===== src/rtl/bridge_relay_v2.sv =====
// bridge_relay_v2: CMD <-> KMBox UART byte relay.
// Forward path (CMD RX -> KMBox TX) carries a FIFO, a registered TX stage and an
// atomic two-byte auto-ping injector. Return path (KMBox RX -> CMD TX) is a plain
// FIFO + registered TX stage. Also provides link-alive, activity LED, FIFO levels
// and saturating drop counters.
module bridge_relay_v2 #(
  parameter int         DEPTH_LOG2    = 4,
  parameter int         PING_INTERVAL = 96_000_000,
  parameter int         TIMEOUT_CLKS  = 240_000_000,
  parameter logic [7:0] PING_B0       = 8'hBD,
  parameter logic [7:0] PING_B1       = 8'hFE,
  parameter int         ACT_HOLD      = 255,
  parameter int         CNT_W         = 16
) (
  input  logic                  clk,
  input  logic                  rst_n,
  input  logic [7:0]            cmd_rx_data,
  input  logic                  cmd_rx_valid,
  output logic [7:0]            cmd_tx_data,
  output logic                  cmd_tx_valid,
  input  logic                  cmd_tx_ready,
  input  logic [7:0]            kmbox_rx_data,
  input  logic                  kmbox_rx_valid,
  output logic [7:0]            kmbox_tx_data,
  output logic                  kmbox_tx_valid,
  input  logic                  kmbox_tx_ready,
  input  logic                  ping_en,
  input  logic                  stat_clr,
  output logic                  connected,
  output logic                  activity,
  output logic [DEPTH_LOG2:0]   fwd_level,
  output logic [DEPTH_LOG2:0]   ret_level,
  output logic [CNT_W-1:0]      fwd_drops,
  output logic [CNT_W-1:0]      ret_drops
);

  localparam int DEPTH = 2 ** DEPTH_LOG2;
  localparam int PW    = DEPTH_LOG2 + 1;
  localparam int PT_W  = (PING_INTERVAL > 0) ? $clog2(PING_INTERVAL + 1) : 1;
  localparam int TO_W  = (TIMEOUT_CLKS > 0) ? $clog2(TIMEOUT_CLKS + 1) : 1;
  localparam int AH_W  = (ACT_HOLD > 0) ? $clog2(ACT_HOLD + 1) : 1;

  localparam logic [PW-1:0]    DEPTH_L  = PW'(DEPTH);
  localparam logic [PT_W-1:0]  PING_MAX = PT_W'(PING_INTERVAL);
  localparam logic [TO_W-1:0]  TO_MAX   = TO_W'(TIMEOUT_CLKS);
  localparam logic [AH_W-1:0]  ACT_MAX  = AH_W'(ACT_HOLD);

  // Ping sequencer states: P0 = sync byte in stage, P1 = ping cmd byte in stage.
  localparam logic [1:0] ST_IDLE = 2'd0;
  localparam logic [1:0] ST_P0   = 2'd1;
  localparam logic [1:0] ST_P1   = 2'd2;

  // Next value of a saturating drop counter; a clear wins over the old count but
  // a drop in the same cycle still counts as one.
  function automatic logic [CNT_W-1:0] drop_next(input logic [CNT_W-1:0] cnt,
                                                 input logic drop, input logic clr);
    logic [CNT_W-1:0] nxt;
    if (clr) begin
      nxt = drop ? CNT_W'(1) : {CNT_W{1'b0}};
    end else if (drop && (cnt != {CNT_W{1'b1}})) begin
      nxt = cnt + CNT_W'(1);
    end else begin
      nxt = cnt;
    end
    return nxt;
  endfunction

  logic [7:0]      fwd_mem_r [DEPTH];
  logic [PW-1:0]   fwd_wr_r, fwd_rd_r;
  logic [7:0]      ret_mem_r [DEPTH];
  logic [PW-1:0]   ret_wr_r, ret_rd_r;
  logic [1:0]      state_r;
  logic [PT_W-1:0] ping_timer_r;
  logic [TO_W-1:0] conn_timer_r;
  logic [AH_W-1:0] act_cnt_r;

  logic fwd_full_s, fwd_empty_s, fwd_load_ok_s, fwd_pop_s, fwd_bypass_s, fwd_push_s, fwd_drop_s;
  logic ret_full_s, ret_empty_s, ret_load_ok_s, ret_pop_s, ret_bypass_s, ret_push_s, ret_drop_s;
  logic ping_start_s, ping_done_s;

  // Full/empty come from the registered level, i.e. the pre-cycle occupancy.
  assign fwd_full_s    = (fwd_level == DEPTH_L);
  assign fwd_empty_s   = (fwd_level == {PW{1'b0}});
  assign fwd_load_ok_s = !kmbox_tx_valid || kmbox_tx_ready;
  assign fwd_pop_s     = (state_r == ST_IDLE) && fwd_load_ok_s && !fwd_empty_s;
  // An RX byte with nothing queued skips the FIFO to get 1-cycle latency.
  assign fwd_bypass_s  = (state_r == ST_IDLE) && fwd_load_ok_s && fwd_empty_s && cmd_rx_valid;
  assign fwd_push_s    = cmd_rx_valid && !fwd_full_s && !fwd_bypass_s;
  assign fwd_drop_s    = cmd_rx_valid && fwd_full_s;

  assign ret_full_s    = (ret_level == DEPTH_L);
  assign ret_empty_s   = (ret_level == {PW{1'b0}});
  assign ret_load_ok_s = !cmd_tx_valid || cmd_tx_ready;
  assign ret_pop_s     = ret_load_ok_s && !ret_empty_s;
  assign ret_bypass_s  = ret_load_ok_s && ret_empty_s && kmbox_rx_valid;
  assign ret_push_s    = kmbox_rx_valid && !ret_full_s && !ret_bypass_s;
  assign ret_drop_s    = kmbox_rx_valid && ret_full_s;

  // Ping starts only on a quiet, fully drained forward path so it cannot split a byte stream.
  assign ping_start_s  = (state_r == ST_IDLE) && ping_en && (ping_timer_r >= PING_MAX) &&
                         fwd_empty_s && !kmbox_tx_valid && !cmd_rx_valid;
  assign ping_done_s   = (state_r == ST_P1) && kmbox_tx_valid && kmbox_tx_ready;

  // FIFO storage writes (contents need no reset; pointers define validity).
  always_ff @(posedge clk) begin
    if (fwd_push_s) fwd_mem_r[fwd_wr_r[DEPTH_LOG2-1:0]] <= cmd_rx_data;
    if (ret_push_s) ret_mem_r[ret_wr_r[DEPTH_LOG2-1:0]] <= kmbox_rx_data;
  end

  // FIFO pointers and registered occupancy for both directions.
  always_ff @(posedge clk or negedge rst_n) begin
    if (!rst_n) begin
      fwd_wr_r  <= {PW{1'b0}};
      fwd_rd_r  <= {PW{1'b0}};
      fwd_level <= {PW{1'b0}};
      ret_wr_r  <= {PW{1'b0}};
      ret_rd_r  <= {PW{1'b0}};
      ret_level <= {PW{1'b0}};
    end else begin
      if (fwd_push_s) fwd_wr_r <= fwd_wr_r + PW'(1);
      if (fwd_pop_s)  fwd_rd_r <= fwd_rd_r + PW'(1);
      fwd_level <= fwd_level + PW'(fwd_push_s) - PW'(fwd_pop_s);
      if (ret_push_s) ret_wr_r <= ret_wr_r + PW'(1);
      if (ret_pop_s)  ret_rd_r <= ret_rd_r + PW'(1);
      ret_level <= ret_level + PW'(ret_push_s) - PW'(ret_pop_s);
    end
  end

  // Forward TX stage with ping sequencer; the stage only reloads when empty or on a transfer.
  always_ff @(posedge clk or negedge rst_n) begin
    if (!rst_n) begin
      state_r        <= ST_IDLE;
      kmbox_tx_data  <= 8'h00;
      kmbox_tx_valid <= 1'b0;
    end else begin
      case (state_r)
        ST_IDLE: begin
          if (ping_start_s) begin
            state_r        <= ST_P0;
            kmbox_tx_data  <= PING_B0;
            kmbox_tx_valid <= 1'b1;
          end else if (fwd_load_ok_s) begin
            if (!fwd_empty_s) begin
              kmbox_tx_data  <= fwd_mem_r[fwd_rd_r[DEPTH_LOG2-1:0]];
              kmbox_tx_valid <= 1'b1;
            end else if (cmd_rx_valid) begin
              kmbox_tx_data  <= cmd_rx_data;
              kmbox_tx_valid <= 1'b1;
            end else begin
              kmbox_tx_valid <= 1'b0;
            end
          end
        end
        ST_P0: begin
          if (kmbox_tx_valid && kmbox_tx_ready) begin
            state_r        <= ST_P1;
            kmbox_tx_data  <= PING_B1;
            kmbox_tx_valid <= 1'b1;
          end
        end
        ST_P1: begin
          // No pop on the completing cycle; queued CMD bytes resume next cycle.
          if (ping_done_s) begin
            state_r        <= ST_IDLE;
            kmbox_tx_valid <= 1'b0;
          end
        end
        default: begin
          state_r        <= ST_IDLE;
          kmbox_tx_valid <= 1'b0;
        end
      endcase
    end
  end

  // Return TX stage: plain FIFO/bypass relay.
  always_ff @(posedge clk or negedge rst_n) begin
    if (!rst_n) begin
      cmd_tx_data  <= 8'h00;
      cmd_tx_valid <= 1'b0;
    end else if (ret_load_ok_s) begin
      if (!ret_empty_s) begin
        cmd_tx_data  <= ret_mem_r[ret_rd_r[DEPTH_LOG2-1:0]];
        cmd_tx_valid <= 1'b1;
      end else if (kmbox_rx_valid) begin
        cmd_tx_data  <= kmbox_rx_data;
        cmd_tx_valid <= 1'b1;
      end else begin
        cmd_tx_valid <= 1'b0;
      end
    end
  end

  // Ping silence timer: restarts on CMD traffic and after each ping, saturates at the interval.
  always_ff @(posedge clk or negedge rst_n) begin
    if (!rst_n) begin
      ping_timer_r <= {PT_W{1'b0}};
    end else if (cmd_rx_valid || ping_done_s) begin
      ping_timer_r <= {PT_W{1'b0}};
    end else if (ping_timer_r < PING_MAX) begin
      ping_timer_r <= ping_timer_r + PT_W'(1);
    end
  end

  // Link-alive: any KMBox byte sets it; it drops on the cycle the silence timer reaches the limit.
  always_ff @(posedge clk or negedge rst_n) begin
    if (!rst_n) begin
      connected    <= 1'b0;
      conn_timer_r <= {TO_W{1'b0}};
    end else if (kmbox_rx_valid) begin
      connected    <= 1'b1;
      conn_timer_r <= {TO_W{1'b0}};
    end else if (conn_timer_r < TO_MAX) begin
      conn_timer_r <= conn_timer_r + TO_W'(1);
      if (conn_timer_r == (TO_MAX - TO_W'(1))) connected <= 1'b0;
    end else begin
      connected <= 1'b0;
    end
  end

  // Activity LED hold counter and its registered output.
  always_ff @(posedge clk or negedge rst_n) begin
    if (!rst_n) begin
      act_cnt_r <= {AH_W{1'b0}};
      activity  <= 1'b0;
    end else begin
      if (cmd_rx_valid || kmbox_rx_valid) begin
        act_cnt_r <= ACT_MAX;
      end else if (act_cnt_r != {AH_W{1'b0}}) begin
        act_cnt_r <= act_cnt_r - AH_W'(1);
      end
      activity <= (act_cnt_r != {AH_W{1'b0}});
    end
  end

  // Saturating drop counters with synchronous clear.
  always_ff @(posedge clk or negedge rst_n) begin
    if (!rst_n) begin
      fwd_drops <= {CNT_W{1'b0}};
      ret_drops <= {CNT_W{1'b0}};
    end else begin
      fwd_drops <= drop_next(fwd_drops, fwd_drop_s, stat_clr);
      ret_drops <= drop_next(ret_drops, ret_drop_s, stat_clr);
    end
  end

endmodule


===== config.mk =====
export PLATFORM = sky130hd
export DESIGN_NAME = bridge_relay_v2
export DESIGN_NICKNAME = d
export VERILOG_FILES = /design/src/rtl/bridge_relay_v2.sv
export SDC_FILE = /design/constraint.sdc
export NUM_CORES = 1
export LEC_CHECK = 0
export ABC_CLOCK_PERIOD_IN_PS = 4400
export BUFFER_PORTS_ARGS = -buffer_cell sky130_fd_sc_hd__buf_2
export CAP_MARGIN = 30
export CORE_ASPECT_RATIO = 1.5
export CORE_MARGIN = 5
export CORE_UTILIZATION = 38
export CTS_CLUSTER_SIZE = 25
export DETAILED_ROUTE_END_ITERATION = 10
export PLACE_DENSITY = 0.64
export SYNTH_ARGS = -nofsm -noshare
export SYNTH_HDL_FRONTEND = slang
export SYNTH_SLANG_ARGS = --single-unit

===== constraint.sdc =====
create_clock -name clk -period 4.4 [get_ports clk]
set_clock_uncertainty 0.1 [all_clocks]
set_input_delay 0.22 -clock clk [delete_from_list [all_inputs] [get_ports clk]]
set_output_delay 0.22 -clock clk [all_outputs]
set_load 0.02 [all_outputs]

==> reports/results.txt, run 1 <==
outcome -> finished, final reports clean
final WL -> 38010 um
Slew HR -> 33.50%
max cap viols -> 0
kind of critical path -> reg2reg
Bufs on Longest Clock Path -> 3
first-pass GRT wire length -> 60710 um
synthesized area -> 17290 um2
DRC viols -> 0
vias in the first global route -> 10.73k
die area -> 49970 um2
post-synthesis xor/xnor area fraction -> 4.862%
fmax -> 0.2938 GHz
CTS Buf Count -> 38
Worst R2R Path Depth -> 13
Initial Util -> 38.49%
layout cell share with drive strength beyond 1 -> 18.51%
Port Buf Inserts -> 85
largest net degree at the start of global routing -> 90
post-synthesis compound-gate area fraction -> 4.406%
ys flop type -> edfxtp_1
vias -> 10.42k
main combinational cell family by area after synthesis -> simple AND/OR/NAND/NOR gates
setup slack, reg-to-reg -> 1.0 ns
io pins -> 86
gr usage total -> 15.28%
Leakage -> 0.007248 uW
Multi-input gate area -> 5677 um2
area delta synth->final -> 15.29%
final max-slew violation count -> 0
Setup Viol. Count Final -> 0
Fillers -> 4035
Synthesis Warnings -> 0
R2R Path End -> fwd_level[4]
H-Tree Depth -> 2
gpl congestion -> 0.7985
DIE HEIGHT -> 271.3 um
CP Max Fanout -> 9
endpoint class of the critical path -> register
FF/Latch Area -> 11270 um2
Synth async-reset ratio -> 35.84%
Hold Worst Slack -> 0.02467 ns
Synth Area in Simple Gates -> 12.80%
Clk Latency, worst-skew pair -> 0.54 ns
antenna-violating nets left -> 0
sequential area share after synthesis -> 65.14%
Critical Path Source Type -> register
CP required -> 4.76 ns
Sink Count -> 399
#FFs+latches synth -> 399
total grt overflow -> 0
antenna violations before repair -> 1
EDFF count, synth -> 256
Core ar. -> 44930 um2
hold worst-path end -> ret_mem_r[5][0]
CP Cell Sequence -> inv_1 > ha_1 > or4b_1 > nand2_1 > inv_1 > ha_1 > inv_1 > ha_1 > fa_1 > a21oi_1 > nor2_1 > nor2_1 > xnor2_1
clock-pin transition on the worst setup and hold timing paths -> 0.06 ns
post-layout min period -> 3.403 ns
post-synthesis mux area share -> 8.472%
Post-Syn Area per Cell -> 13.91 um2
unrepaired setup endpoints after global routing -> no
hold path depth -> 1
pre-CTS setup slack -> 0.9700 ns
DR WL/cell -> 19.34 um
clock root buffer -> clkbuf_16
critical hold path startpoint -> kmbox_rx_data[0]
drt first pass iters -> 5
Layout Nets -> 1408
# rows -> 95
Gate Count Post-Synth -> 1243
Slowest cell on crit path -> or4b_1
Worst Tran Pin Value -> 0.9938 ns
Synth Area in Adders -> 2.257%
power after layout -> 11360 uW
1st-iter DRT viols -> 690
Peak VDD IR -> 368.2 uV
Tightest Hold Check Type -> in2reg
commonest non-fill, non-tap cell in the layout -> edfxtp_1
period utilisation layout -> 77.35%
CP arrival -> 3.76 ns
critical path's largest stage delay -> 0.61 ns
syn_nets -> 1297
final hold violation count -> 0
post-synth cell types -> 60
CTS tree -> done
Power per Cell Area -> 569.8 nW/um2
TNS Setup -> 0 ns
final setup margin -> 0.9968 ns
most frequent cells in the layout -> edfxtp_1 (256), dfrtp_1 (142), nor2_1 (134)
HPWL Detailed -> 25940 um
die width -> 184.2 um
vias per cell -> 5.302
FF-to-FF Start -> fwd_level[3]
[timing repair]
item                                    4_1_cts  5_1_grt
setup buffers                                 0        0
hold buffers                                 15        0
endpoints found under the setup margin        0        0
hold endpoints to repair                    264        0
resized for setup                             0        0
[layout make-up]
class | instances | share of cell area [%]
sequential | 399 | 56.51
multi-input combinational | 754 | 28.47
clock buffer | 47 | 5.096
timing repair buffer | 124 | 3.941
tap | 582 | 3.652
clock inverter | 22 | 1.619
inverter | 37 | 0.6966
antenna | 1 | 0.01255
[state kept, by name, summed over array words and instances (netlist names), 2 cells and up]
| register | cells |
|---|---|
| act_cnt_r | 8 |
| cmd_tx_data | 8 |
| conn_timer_r | 28 |
| fwd_drops | 16 |
| fwd_level | 5 |
| fwd_mem_r | 128 |
| fwd_rd_r | 4 |
| fwd_wr_r | 4 |
| kmbox_tx_data | 8 |
| ping_timer_r | 27 |
| ret_drops | 16 |
| ret_level | 5 |
| ret_mem_r | 128 |
| ret_rd_r | 4 |
| ret_wr_r | 4 |
| state_r | 2 |
[synthesized netlist by cell type (20+ instances only)]
| library cell | n | area, um2 |
|---|---|---|
| nand3_1 | 39 | 195.2 |
| nand2_1 | 74 | 277.8 |
| nor4_1 | 25 | 156.4 |
| o21ai_0 | 20 | 100.1 |
| xor2_1 | 52 | 455.4 |
| a21oi_1 | 37 | 185.2 |
| ha_1 | 28 | 350.3 |
| nor3_1 | 43 | 215.2 |
| inv_1 | 36 | 135.1 |
| dfrtp_1 | 143 | 3578 |
| nand4_1 | 34 | 212.7 |
| mux4_2 | 58 | 1306 |
| nor2_1 | 134 | 503.0 |
| xnor2_1 | 44 | 385.4 |
| clkbuf_1 | 34 | 127.6 |
| edfxtp_1 | 256 | 7687 |
[routing by layer]
metal  track usage, %  wire length [um]
met4            4.848              1066
met1            18.18             14830
met2            28.20             20850
met5                0                 0
met3            2.197              1269
[worst max-delay path: cells and delay by family, from the launching register on]
| kind | cells | cell delay (ns) |
|---|---|---|
| adders and majority gates | 4 | 1.11 |
| AOI/OAI and AO/OA | 1 | 0.14 |
| DFF | 1 | 0.41 |
| buffers and inverters | 3 | 0.33 |
| xor gates and xnor gates | 1 | 0.13 |
| and+or+nand+nor | 4 | 1.10 |
[power by group]
| group | internal [uW] | switching, uW | total (uW) | leakage [uW] |
|---|---|---|---|---|
| Sequential | 4460 | 498 | 4960 | 0.00414 |
| Clock | 2120 | 1390 | 3510 | 0.000651 |
| Combinational | 1310 | 1580 | 2890 | 0.00245 |
[worst max path at each step]
| stage | end | slack (ns) | from | cells after the start |
|---|---|---|---|---|
| 2_1_floorplan | ret_level[4] | 1.18 | ret_level[3] | 16 |
| 3_3_place_gp | fwd_level[4] | 1.10 | fwd_level[3] | 13 |
| 3_5_place_dp | fwd_level[4] | 0.97 | fwd_level[3] | 13 |
| 4_1_cts | fwd_level[4] | 0.95 | fwd_level[3] | 13 |
| 5_1_grt | fwd_level[4] | 0.72 | fwd_level[3] | 13 |
| 6_report | fwd_level[4] | 1.0 | fwd_level[3] | 13 |
[metrics by stage]
stage / instance area [um2] / std cells / utilization, %
3_3_place_gp: 18400 / 1878 / 40.95
3_5_place_dp: 18420 / 1880 / 40.99
2_1_floorplan: 17290 / 1243 / -
5_1_grt: 19940 / 1965 / 44.37
6_report: 19940 / 1966 / 44.37
4_1_cts: 19910 / 1964 / 44.31
[cell families after synthesis]
kind of cell	count (synthesis)
adders and majority gates	30
and+or+nand+nor	439
buffers and inverters	90
AOI/OAI and AO/OA	116
xor gates and xnor gates	96
DFF	399
muxes	73
Power figures use the tool's default switching activity.
==> inputs of run 2 (changes only) <==
- ABC_CLOCK_PERIOD_IN_PS: 4400 -> 3200
- clock period: 4.4 -> 3.2 ns (I/O delays scaled with it)
==> reports/results.txt, run 2 (same netlist as run 1, synthesis figures left out) <==
outcome -> finished, final reports clean
Setup Viol. Count Final -> 0
post-layout min period -> 2.970 ns
fmax -> 0.3368 GHz
antenna-violating nets left -> 0
gr usage total -> 15.04%
fin util -> 44.93%
H-Tree Depth -> 2
vias per cell -> 5.253
switching part of the total power -> 31.05%
Worst Tran Pin Value -> 0.9961 ns
CP arrival -> 3.30 ns
Slew HR -> 33.45%
Sw Pwr -> 4852 uW
Critical Path Source Type -> register
DRC viols -> 0
Port Buf Inserts -> 85
most frequent cells in the layout -> edfxtp_1 (256), dfrtp_1 (140), nor2_1 (134)
pre-CTS setup slack -> 0.03653 ns
Bufs on Longest Clock Path -> 3
setup slack, reg-to-reg -> 0.23 ns
kind of critical path -> reg2reg
vias -> 10.53k
DR WL/cell -> 18.75 um
wire length on met1 -> 14450 um
CTS tree -> done
TNS Setup -> 0 ns
first-pass GRT wire length -> 60020 um
final setup margin -> 0.2305 ns
CP startpoint -> ret_level[2]
drt first pass iters -> 5
Top Layer Used -> met4
Power per Cell Area -> 774.1 nW/um2
FF-to-FF Start -> ret_level[2]
R2R Path End -> ret_level[4]
HPWL Detailed -> 25550 um
vias in the first global route -> 10.83k
die width -> 184.2 um
Hold Worst Slack -> 0.03195 ns
Initial Util -> 38.49%
Clk Latency, worst-skew pair -> 0.56 ns
Worst R2R Path Depth -> 15
DIE HEIGHT -> 271.3 um
Core ar. -> 44930 um2
total grt overflow -> 0
gpl congestion -> 0.8044
clock network fraction of total power -> 30.1%
total internal power -> 10770 uW
commonest non-fill, non-tap cell in the layout -> edfxtp_1
met3 wire length -> 1493 um
layout cell share with drive strength beyond 1 -> 20.34%
final max-slew violation count -> 0
io pins -> 86
combinational fraction of design power -> 27.2%
# rows -> 95
period utilisation layout -> 92.80%
Sequential Power Share -> 42.6%
Layout Nets -> 1444
CTS Buf Count -> 40
Tightest Hold Check Type -> in2async
Fillers -> 4054
final hold violation count -> 0
Multi-input gate area -> 5679 um2
clock root buffer -> clkbuf_16
CP Max Fanout -> 3
endpoint class of the critical path -> register
CP required -> 3.53 ns
Sink Count -> 399
Leakage -> 0.007400 uW
area delta synth->final -> 16.72%
1st-iter DRT viols -> 547
final WL -> 37570 um
crit path to -> ret_level[4]
largest net degree at the start of global routing -> 64
FF/Latch Area -> 11270 um2
unrepaired setup endpoints after global routing -> no
clock-pin transition on the worst setup and hold timing paths -> 0.06 ns
Peak VDD IR -> 469.8 uV
max cap viols -> 0
DR WL met2 -> 20060 um
die area -> 49970 um2
antenna violations before repair -> 1
## run 2: cell types whose count changed in the layout (fill, tap and decap cells not counted), sizes merged
| cell | previous run | this run |
|---|---|---|
| clkinv | 11 | 12 |
| bufinv | 8 | 4 |
| clkinvlp | 2 | 3 |
| buf | 109 | 137 |
| clkbuf | 47 | 53 |
| dlygate4sd3 | 15 | 21 |
## run 2: area by class of cell
class,instances,share of cell area (%)
Sequential cell,399,55.83
Multi-Input combinational cell,754,28.13
Clock buffer,53,5.300
Timing Repair Buffer,158,5.238
Tap cell,582,3.608
Clock inverter,20,1.190
Inverter,37,0.6880
Antenna cell,1,0.01240
## run 2: worst min path at each step
stage                             endpoint  cells past startpoint  slack, ns           start
after floorplan               act_cnt_r[0]                      0      -0.24           rst_n
after global placement    kmbox_tx_data[0]                      1       0.09           rst_n
after detailed placement  kmbox_tx_data[0]                      1       0.10           rst_n
after CTS                      ret_wr_r[0]                      4       0.01  kmbox_rx_valid
after global routing           ret_wr_r[0]                      4       0.04  kmbox_rx_valid
final                     kmbox_tx_data[0]                      2       0.03           rst_n
## run 2: metrics by stage
stage / area (um2) / power (uW) / instances
final: 20190 / 15630 / 2004
after floorplan: 17300 / 9608 / 1243
after global routing: 20190 / 16490 / 2004
after detailed placement: 18650 / 11060 / 1908
after CTS: 20170 / 15870 / 2002
after global placement: 18650 / 10960 / 1908
## run 2: power groups by stage
stage          Clock [uW]  Combinational (uW)  Sequential [uW]
3_3_place_gp            0                4220             6740
5_1_grt              5060                4680             6760
6_report             4710                4260             6660
2_1_floorplan           0                2920             6690
3_5_place_dp            0                4290             6770
4_1_cts              4860                4340             6670
## run 2: critical path, cell delays in order (launching register included)
cell     delay, ns
dfrtp_2       0.41
inv_1         0.08
ha_1          0.15
or3b_4        0.38
or2_4         0.24
and2_1        0.18
ha_1          0.30
inv_1         0.06
ha_1          0.15
inv_1         0.05
fa_2          0.34
inv_1         0.07
a21oi_1       0.05
nor2_1        0.11
nor2_1        0.06
xnor2_1       0.11
## run 2: what timing repair did
| action | CTS | global route |
|---|---|---|
| hold buffers | 21 | 0 |
| endpoints found under the hold margin | 338 | 0 |
| gates resized for setup | 1 | 3 |
| setup buffers | 0 | 1 |
| pin swaps | 0 | 1 |
| endpoints found under the setup margin | 1 | 1 |
| cloned | 0 | 0 |
## run 2: metal layers
| metal | track usage [%] | vias to the layer above |
|---|---|---|
| met5 | 0 | - |
| met4 | 6.464 | 0 |
| met3 | 2.317 | 88 |
| met2 | 27.29 | 233 |
| met1 | 17.46 | 5295 |
| li1 | - | 4911 |
